[src/rtl/inport_requester_pkg.sv]
// inport_requester_pkg: flit type codes, header field layout, direction indices and FSM encodings.
package inport_requester_pkg;
  localparam logic [2:0] FT_HEADER = 3'b001;
  localparam logic [2:0] FT_BODY   = 3'b010;
  localparam logic [2:0] FT_TAIL   = 3'b100;
  localparam int LEN_LSB = 17;
  localparam int LEN_W   = 12;
  localparam int DX_LSB  = 4;
  localparam int DY_LSB  = 0;
  localparam int COORD_W = 4;
  localparam int DIR_L = 0;
  localparam int DIR_N = 1;
  localparam int DIR_E = 2;
  localparam int DIR_S = 3;
  localparam int DIR_W = 4;
  localparam logic [2:0] ST_IDLE = 3'b001;
  localparam logic [2:0] ST_WAIT = 3'b010;
  localparam logic [2:0] ST_SEND = 3'b100;
endpackage

[src/rtl/inport_requester_xy_route.sv]
// inport_requester_xy_route: dimension-ordered (X then Y) output port selection, one-hot.
module inport_requester_xy_route
  import inport_requester_pkg::*;
(
  input  logic [COORD_W-1:0] dst_x_i,
  input  logic [COORD_W-1:0] dst_y_i,
  input  logic [COORD_W-1:0] cur_x_i,
  input  logic [COORD_W-1:0] cur_y_i,
  output logic [4:0]         port_o
);
  always_comb begin
    port_o = '0;
    if (dst_x_i > cur_x_i) port_o[DIR_E] = 1'b1;
    else if (dst_x_i < cur_x_i) port_o[DIR_W] = 1'b1;
    else if (dst_y_i > cur_y_i) port_o[DIR_S] = 1'b1;
    else if (dst_y_i < cur_y_i) port_o[DIR_N] = 1'b1;
    else port_o[DIR_L] = 1'b1;
  end
endmodule

[src/rtl/inport_requester.sv]
// inport_requester: input-port front end; decodes headers, requests the XY output and forwards flits while granted.
module inport_requester
  import inport_requester_pkg::*;
#(
  parameter int         FLIT_W = 32,
  parameter logic [3:0] CUR_X  = 4'd0,
  parameter logic [3:0] CUR_Y  = 4'd0
) (
  input  logic              clk,
  input  logic              rst,
  input  logic              fifo_empty,
  input  logic [FLIT_W-1:0] fifo_dout,
  output logic              fifo_rd_en,
  input  logic [4:0]        gnt,
  input  logic              out_ready,
  output logic [4:0]        req,
  output logic [FLIT_W-1:0] flit_out,
  output logic              flit_valid,
  output logic [2:0]        flit_type,
  output logic [11:0]       length,
  output logic              err
);
  logic [2:0]        state_q, state_d, flit_type_q, flit_type_d, head_type;
  logic [4:0]        port_q, port_d, req_q, req_d, route;
  logic [11:0]       length_q, length_d, cnt_q, cnt_d, cnt_inc, hdr_len;
  logic [FLIT_W-1:0] flit_out_q, flit_out_d;
  logic              flit_valid_q, flit_valid_d, err_q, err_d;
  logic              granted, xfer, accept, discard, mid_hdr;

  inport_requester_xy_route u_route (
    .dst_x_i(fifo_dout[DX_LSB +: COORD_W]),
    .dst_y_i(fifo_dout[DY_LSB +: COORD_W]),
    .cur_x_i(CUR_X),
    .cur_y_i(CUR_Y),
    .port_o (route)
  );

  assign head_type  = fifo_dout[FLIT_W-1 -: 3];
  assign hdr_len    = fifo_dout[LEN_LSB +: LEN_W];
  assign granted    = |(gnt & port_q);
  assign xfer       = (state_q == ST_WAIT || state_q == ST_SEND) && granted && !fifo_empty && out_ready;
  assign accept     = state_q == ST_IDLE && !fifo_empty && head_type == FT_HEADER;
  assign discard    = state_q == ST_IDLE && !fifo_empty && head_type != FT_HEADER;
  assign fifo_rd_en = rst && (xfer || discard);
  assign cnt_inc    = cnt_q == 12'hfff ? cnt_q : cnt_q + 12'd1;
  // the packet's own header is always the first transfer, so any later header is a stray
  assign mid_hdr    = head_type == FT_HEADER && cnt_q != 12'd0;

  always_comb begin
    state_d      = state_q;
    port_d       = port_q;
    req_d        = req_q;
    length_d     = length_q;
    cnt_d        = cnt_q;
    err_d        = err_q | discard;
    flit_out_d   = flit_out_q;
    flit_valid_d = xfer;
    flit_type_d  = xfer ? (mid_hdr ? FT_BODY : head_type) : 3'b000;
    if (accept) begin
      state_d  = ST_WAIT;
      port_d   = route;
      req_d    = route;
      length_d = hdr_len;
      cnt_d    = '0;
      err_d    = err_q | (hdr_len < 12'd2);
    end
    if (state_q == ST_WAIT && granted) state_d = ST_SEND;
    if (xfer) begin
      flit_out_d = fifo_dout;
      cnt_d      = cnt_inc;
      err_d      = err_q | mid_hdr;
      if (head_type == FT_TAIL) begin
        state_d = ST_IDLE;
        req_d   = '0;
        err_d   = err_q | mid_hdr | (cnt_inc != length_q);
      end
    end
  end

  always_ff @(posedge clk) begin
    if (!rst) begin
      state_q      <= ST_IDLE;
      port_q       <= '0;
      req_q        <= '0;
      length_q     <= '0;
      cnt_q        <= '0;
      err_q        <= 1'b0;
      flit_out_q   <= '0;
      flit_valid_q <= 1'b0;
      flit_type_q  <= '0;
    end else begin
      state_q      <= state_d;
      port_q       <= port_d;
      req_q        <= req_d;
      length_q     <= length_d;
      cnt_q        <= cnt_d;
      err_q        <= err_d;
      flit_out_q   <= flit_out_d;
      flit_valid_q <= flit_valid_d;
      flit_type_q  <= flit_type_d;
    end
  end

  assign req        = req_q;
  assign flit_out   = flit_out_q;
  assign flit_valid = flit_valid_q;
  assign flit_type  = flit_type_q;
  assign length     = length_q;
  assign err        = err_q;
endmodule

[config.mk]
export PLATFORM = sky130hd
export DESIGN_NAME = inport_requester
export DESIGN_NICKNAME = d
export VERILOG_FILES = /design/src/rtl/inport_requester_pkg.sv /design/src/rtl/inport_requester_xy_route.sv /design/src/rtl/inport_requester.sv
export SDC_FILE = /design/constraint.sdc
export NUM_CORES = 1
export LEC_CHECK = 0
export ABC_CLOCK_PERIOD_IN_PS = 6300
export CORE_UTILIZATION = 52
export CTS_CLUSTER_DIAMETER = 200
export DETAILED_ROUTE_END_ITERATION = 8
export PLACE_DENSITY = 0.85
export SKIP_LAST_GASP = 1
export SLEW_MARGIN = 15
export SYNTH_ARGS = -nofsm -noshare
export SYNTH_HDL_FRONTEND = slang
export SYNTH_SLANG_ARGS = --single-unit
[constraint.sdc]
create_clock -name clk -period 6.3 [get_ports clk]
set_input_delay 1.89 -clock clk [delete_from_list [all_inputs] [get_ports clk]]
set_output_delay 1.89 -clock clk [all_outputs]
set_load 0.05 [all_outputs]
# Yosys cells after proc, flatten, opt, wreduce, memory -nomap -nowiden
# Index checks and enable logic that the tools add are counted.
classes:
  add_sub_neg: 1
  order_cmp: 5
  n_eq_ne: 8
  mux: 24
  bitwise: 7
  n_reduce_logical: 17
op_table:
  columns: ["op", "n"]
  rows:
  - ["$mux 12", 3]
  - ["$mux 5", 3]
  - ["$add 12x1->12 const B", 1]
  - ["$eq 12x12->1 const B", 1]
  - ["$lt 12x2->1 const B", 1]
  - ["$mux 3", 4]
  - ["$ne 12x12->1", 1]
  - ["$reduce_bool 12->1", 1]
  - ["$mux 2", 5]
  - ["$logic_and 1x1->1", 9]
  - ["$mux 1", 9]
  - ["$gt 4x1->1 const B", 2]
  - ["$lt 4x1->1 const B", 2]
  - ["$eq 3x1->1 const B", 2]
  - ["$eq 3x3->1 const B", 2]
  - ["$and 5x5->5", 1]
  - ["$reduce_or 5->1", 1]
  - ["$or 1x1->1", 4]
  - ["$eq 3x2->1 const B", 1]
  - ["$ne 3x1->1 const B", 1]
  - ["$reduce_or 3->1", 1]
  - ["$logic_or 1x1->1", 2]
  - ["$not 1->1", 2]
  - ["$reduce_and 2->1", 1]
  - ["other kinds (2)", 2]
totals:
  ff_bits: 74
  input_bits: 41
  output_inout_bits: 55
  elab_cells: 72

# Logic depth before layout (Yosys ltp)
depth:
  word_depth: 8
  mapped_depth: 9
  depth_no_buf: 8

# By module
# From an unflattened synthesis, not the netlist that was laid out.
unflattened:
  cells_unflattened: 472
  hier_area_um2: 3589.7
modules_own_cells:
  columns: ["mod", "instances", "cells_each", "area_per_inst_um2", "seq_area_each_um2"]
  rows:
  - ["inport_requester", 1, 440, 3343.2, 1481.4]
  - ["inport_requester_xy_route", 1, 32, 246.5, 0.0]

# Worst setup path before layout
# No wires, ideal clock.
synth_timing:
  kind: "input to output"
  from: "input port gnt[0]"
  to: "output port fifo_rd_en"
  arrival_time_ns: 3.326
  required_time_ns: 4.410
  path_slack_ns: 1.084
  stages: 5
  path_buffers: 2
  path_cell_list: "a222oi_1 nor4_2 buf_2 buf_1 o21a_1"
synth_between:
  elab_chain_cells: 7
synth_rtl:
  columns: ["item", "line", "source"]
  rows:
  - ["start: declaration", "inport_requester.sv:14", "input logic [4:0] gnt,"]
  - ["$and 5x5->5", "inport_requester.sv:40", "assign granted = |(gnt & port_q);"]
  - ["$reduce_or 5->1", "inport_requester.sv:40", null]
  - ["$logic_and 1x1->1 (3 in series)", "inport_requester.sv:41", "assign xfer = (state_q == ST_WAIT || state_q == ST_SEND) && granted && !fifo_empty && out_ready;"]
  - ["$logic_or 1x1->1", "inport_requester.sv:44", "assign fifo_rd_en = rst && (xfer || discard);"]
  - ["$logic_and 1x1->1", "inport_requester.sv:44", null]
  - ["end: declaration", "inport_requester.sv:13", "output logic fifo_rd_en,"]
# Every way passes these cells.

# Final worst setup path
# Same ends and word-level chain as after synthesis.

==> flow_summary.json <==
{
  "ys_seq_area_share_pct": 41.3,
  "drive_gt1_share_pct": 7.27,
  "syn-cell-area_um2": 3490,
  "via_per_inst": 5.72,
  "slew_headroom_pct": 34.4,
  "ir_drop_mv": 0.186,
  "n_antenna_cell": 0,
  "r2r_cells": 7,
  "async_reset_ff_share_pct": 0,
  "ys_types": 63,
  "r2r_end": "err",
  "yosys.area_share.simple_pct": 29.3,
  "worst_hold_path_type": "reg2reg",
  "fin_ws_ns": 0.931,
  "crit_chain": "clkdlybuf4s50_1 > a222oi_1 > nor4_4 > o21a_1 > buf_12",
  "critPathArrivalTime_ns": 3.48,
  "worst-path-stages": 5,
  "worst_pin_slew_ns": 0.980,
  "grt_overflow_total": 0,
  "fin_util_pct": 72.2,
  "ctsHoldBuffers": 0,
  "synth_top_family_by_area": "simple AND/OR/NAND/NOR gates",
  "place_congestion": 0.908,
  "power_mw": 0.907,
  "multi_input_area_um2": 1900,
  "layout_commonest_cell": "nand2_1",
  "period_needed_ns": 5.37,
  "dieArea_um2": 7050,
  "core_area_um2": 6420,
  "status": "finished, violations left",
  "dp_slack_ns": 0.928,
  "fp.dieW_um": 84.0,
  "violations": "DRC",
  "synthFlopType": "dfxtp_1",
  "slowest_stage": "a222oi_1",
  "via_count": 3429,
  "setup_viol": 0,
  "ys_ff_latch": 72,
  "muxShareOfSynthArea_pct": 0.609,
  "rows": 29,
  "final_cell_mix": "115 x nand2_1, 92 x clkdlybuf4s50_1, 72 x dfxtp_1",
  "setup_tns_ns": 0,
  "dr.pass1.iters": 7,
  "yosysTopAreaCell": "dfxtp_1",
  "fill_cells": 480,
  "finalHoldViolCount": 0,
  "syn2layout_area_growth_pct": 32.9,
  "crit_buf_inv": 2,
  "initial_core_util_pct": 54.4,
  "ios": 96,
  "whs_path_depth": 2,
  "fin_crit_sh_pct": 85.2,
  "skew_ns": 0.0106,
  "worst_setup_path_end_kind": "output pin",
  "hp-start": "flit_out[0]",
  "reg2reg_slack_ns": 3.59,
  "clock_sinks": 72,
  "worst-endpoint-required_ns": 4.41,
  "p_per_area_nw_per_um2": 195,
  "synth_cells": 437,
  "cts_tree": "done",
  "cts_root_buffer": "clkbuf_8",
  "cts_htree_levels": 3,
  "grt_pass1_wl_um": 15800,
  "io_buffers": 93,
  "finalWirelength_um": 9820,
  "clkSlewWorstSetupHoldPaths_ns": 0.08,
  "cts_buffer_depth": 2,
  "yosysTopAreaCellShare_pct": 41.3,
  "reg2reg_from": "cnt_q[0]",
  "synth_compound_gate_area_share_pct": 21.0,
  "synth_xor_area_share_pct": 2.51,
  "routedWlPerCell_um": 16.4,
  "hold_path_end": "flit_out[0]",
  "clock_latency_ns": 0.35,
  "seq_area_um2": 1440,
  "cts-buffers-inserted": 9,
  "cts_resized": 0,
  "crit_fanout": 3,
  "ys_top_cells_by_area": "dfxtp_1 41%, nand2_1 12%, a21boi_0 9.5%",
  "ant_nets": 0,
  "cts_setup_buffers": 0,
  "synthAdderAreaFrac_pct": 0.717,
  "track_usage_pct": 28.4,
  "ys_warn_count": 0,
  "grt_start_max_net_pins": 54,
  "drc": 5,
  "rsz0062_at_grt": "no",
  "critPathMaxStageDelay_ns": 0.66,
  "fp.dieH_um": 84.0,
  "syn-num-nets": 480,
  "antenna_found_initial": 0,
  "crit_type": "in2out",
  "grt_pass1_vias": 3268,
  "drt-initial-drc-count": 172,
  "power_leakage_nw": 1.55,
  "final_nets": 561,
  "syn_area_per_cell_um2": 7.99,
  "max_freq_ghz": 0.186,
  "crit_family": "compound AO/OA/AOI/OAI gates",
  "slew_violations": 0,
  "hpwl_um": 7120,
  "final_cell_count_no_fill": 600,
  "maxCapViolCount": 0,
  "dp.cells": 584,
  "cp-start-kind": "input pin",
  "synth_enable_flop_cells": 0
}
## power breakdown
part / internal (mW) / switching [mW] / total (mW)
Sequential: 0.458 / 0.00414 / 0.462
Clock: 0.187 / 0.187 / 0.374
Combinational: 0.0372 / 0.0343 / 0.0715
## metal layers
layer  vias to the layer above  track usage [%]  routed length, um
met1                      1605             33.7               4090
met2                       128             47.6               4720
met5                         -                0                  0
met3                        24             9.40                744
met4                         0             10.2                261
li1                       1672                -                  -
## worst max path at each step
| stage | from | end |
|---|---|---|
| after floorplan | gnt[0] | fifo_rd_en |
| after global placement | gnt[0] | fifo_rd_en |
| after detailed placement | gnt[0] | fifo_rd_en |
| after CTS | gnt[0] | fifo_rd_en |
| after global routing | gnt[0] | fifo_rd_en |
| final | gnt[0] | fifo_rd_en |
## cell type report
cell class              instances  area share, %
repair buffers                 97           20.9
clock inverters                 7           1.67
multi-input cells             330           40.9
clock buffers                   9           2.67
flip-flops and latches         72           31.1
well taps                      77           2.08
inverters                       8          0.647
## through the flow
| stage | instance area, um2 | hold WS (ns) |
|---|---|---|
| after floorplan | 3490 | 0.435 |
| after global placement | 4440 | 0.446 |
| after detailed placement | 4440 | 0.456 |
| after CTS | 4640 | 0.467 |
| after global routing | 4640 | 0.490 |
| final | 4640 | 0.464 |
## tightest hold or removal path: stages (launching register included)
cell	delay [ns]
dfxtp_1	0.31
nand2_1	0.04
a21boi_0	0.06
## cell families (layout without fill, tap and decap cells)
logic type | count (synthesis) | in the layout
AO/OA/AOI/OAI | 108 | 108
XOR/XNOR | 10 | 10
adder cells (fa/ha/maj) | 2 | 2
buffers and inverters | 35 | 121
flip-flops | 72 | 72
multiplexers | 2 | 2
AND/OR/NAND/NOR | 208 | 208
## state kept, by name, indices dropped and copies added (netlist names)
signal and flops:
cnt_q 12, err 1, flit_out 32, flit_type 3, flit_valid 1, length 12
port_q 3, req 5, state_q 3
## synthesized netlist by cell type, types with 2 or more instances
| master | instances |
|---|---|
| a221oi_1 | 2 |
| a21o_1 | 2 |
| and2_1 | 2 |
| nand2_1 | 115 |
| nor4b_1 | 2 |
| buf_4 | 3 |
| xnor2_1 | 8 |
| nor4_4 | 2 |
| nor2_1 | 26 |
| o21ai_0 | 22 |
| nand2_2 | 2 |
| dfxtp_1 | 72 |
| a31oi_1 | 6 |
| nor4_1 | 8 |
| a211oi_1 | 2 |
| nor3b_1 | 5 |
| a21oi_1 | 14 |
| and3_1 | 5 |
| ha_1 | 2 |
| inv_1 | 7 |
| clkbuf_1 | 9 |
| nor3_1 | 10 |
| nand4_1 | 4 |
| nand2b_1 | 2 |
| xor2_1 | 2 |
| o31ai_1 | 2 |
| nand3_1 | 9 |
| a21boi_0 | 44 |
| buf_2 | 14 |
Note: power is estimated with default switching activity, not from simulation.
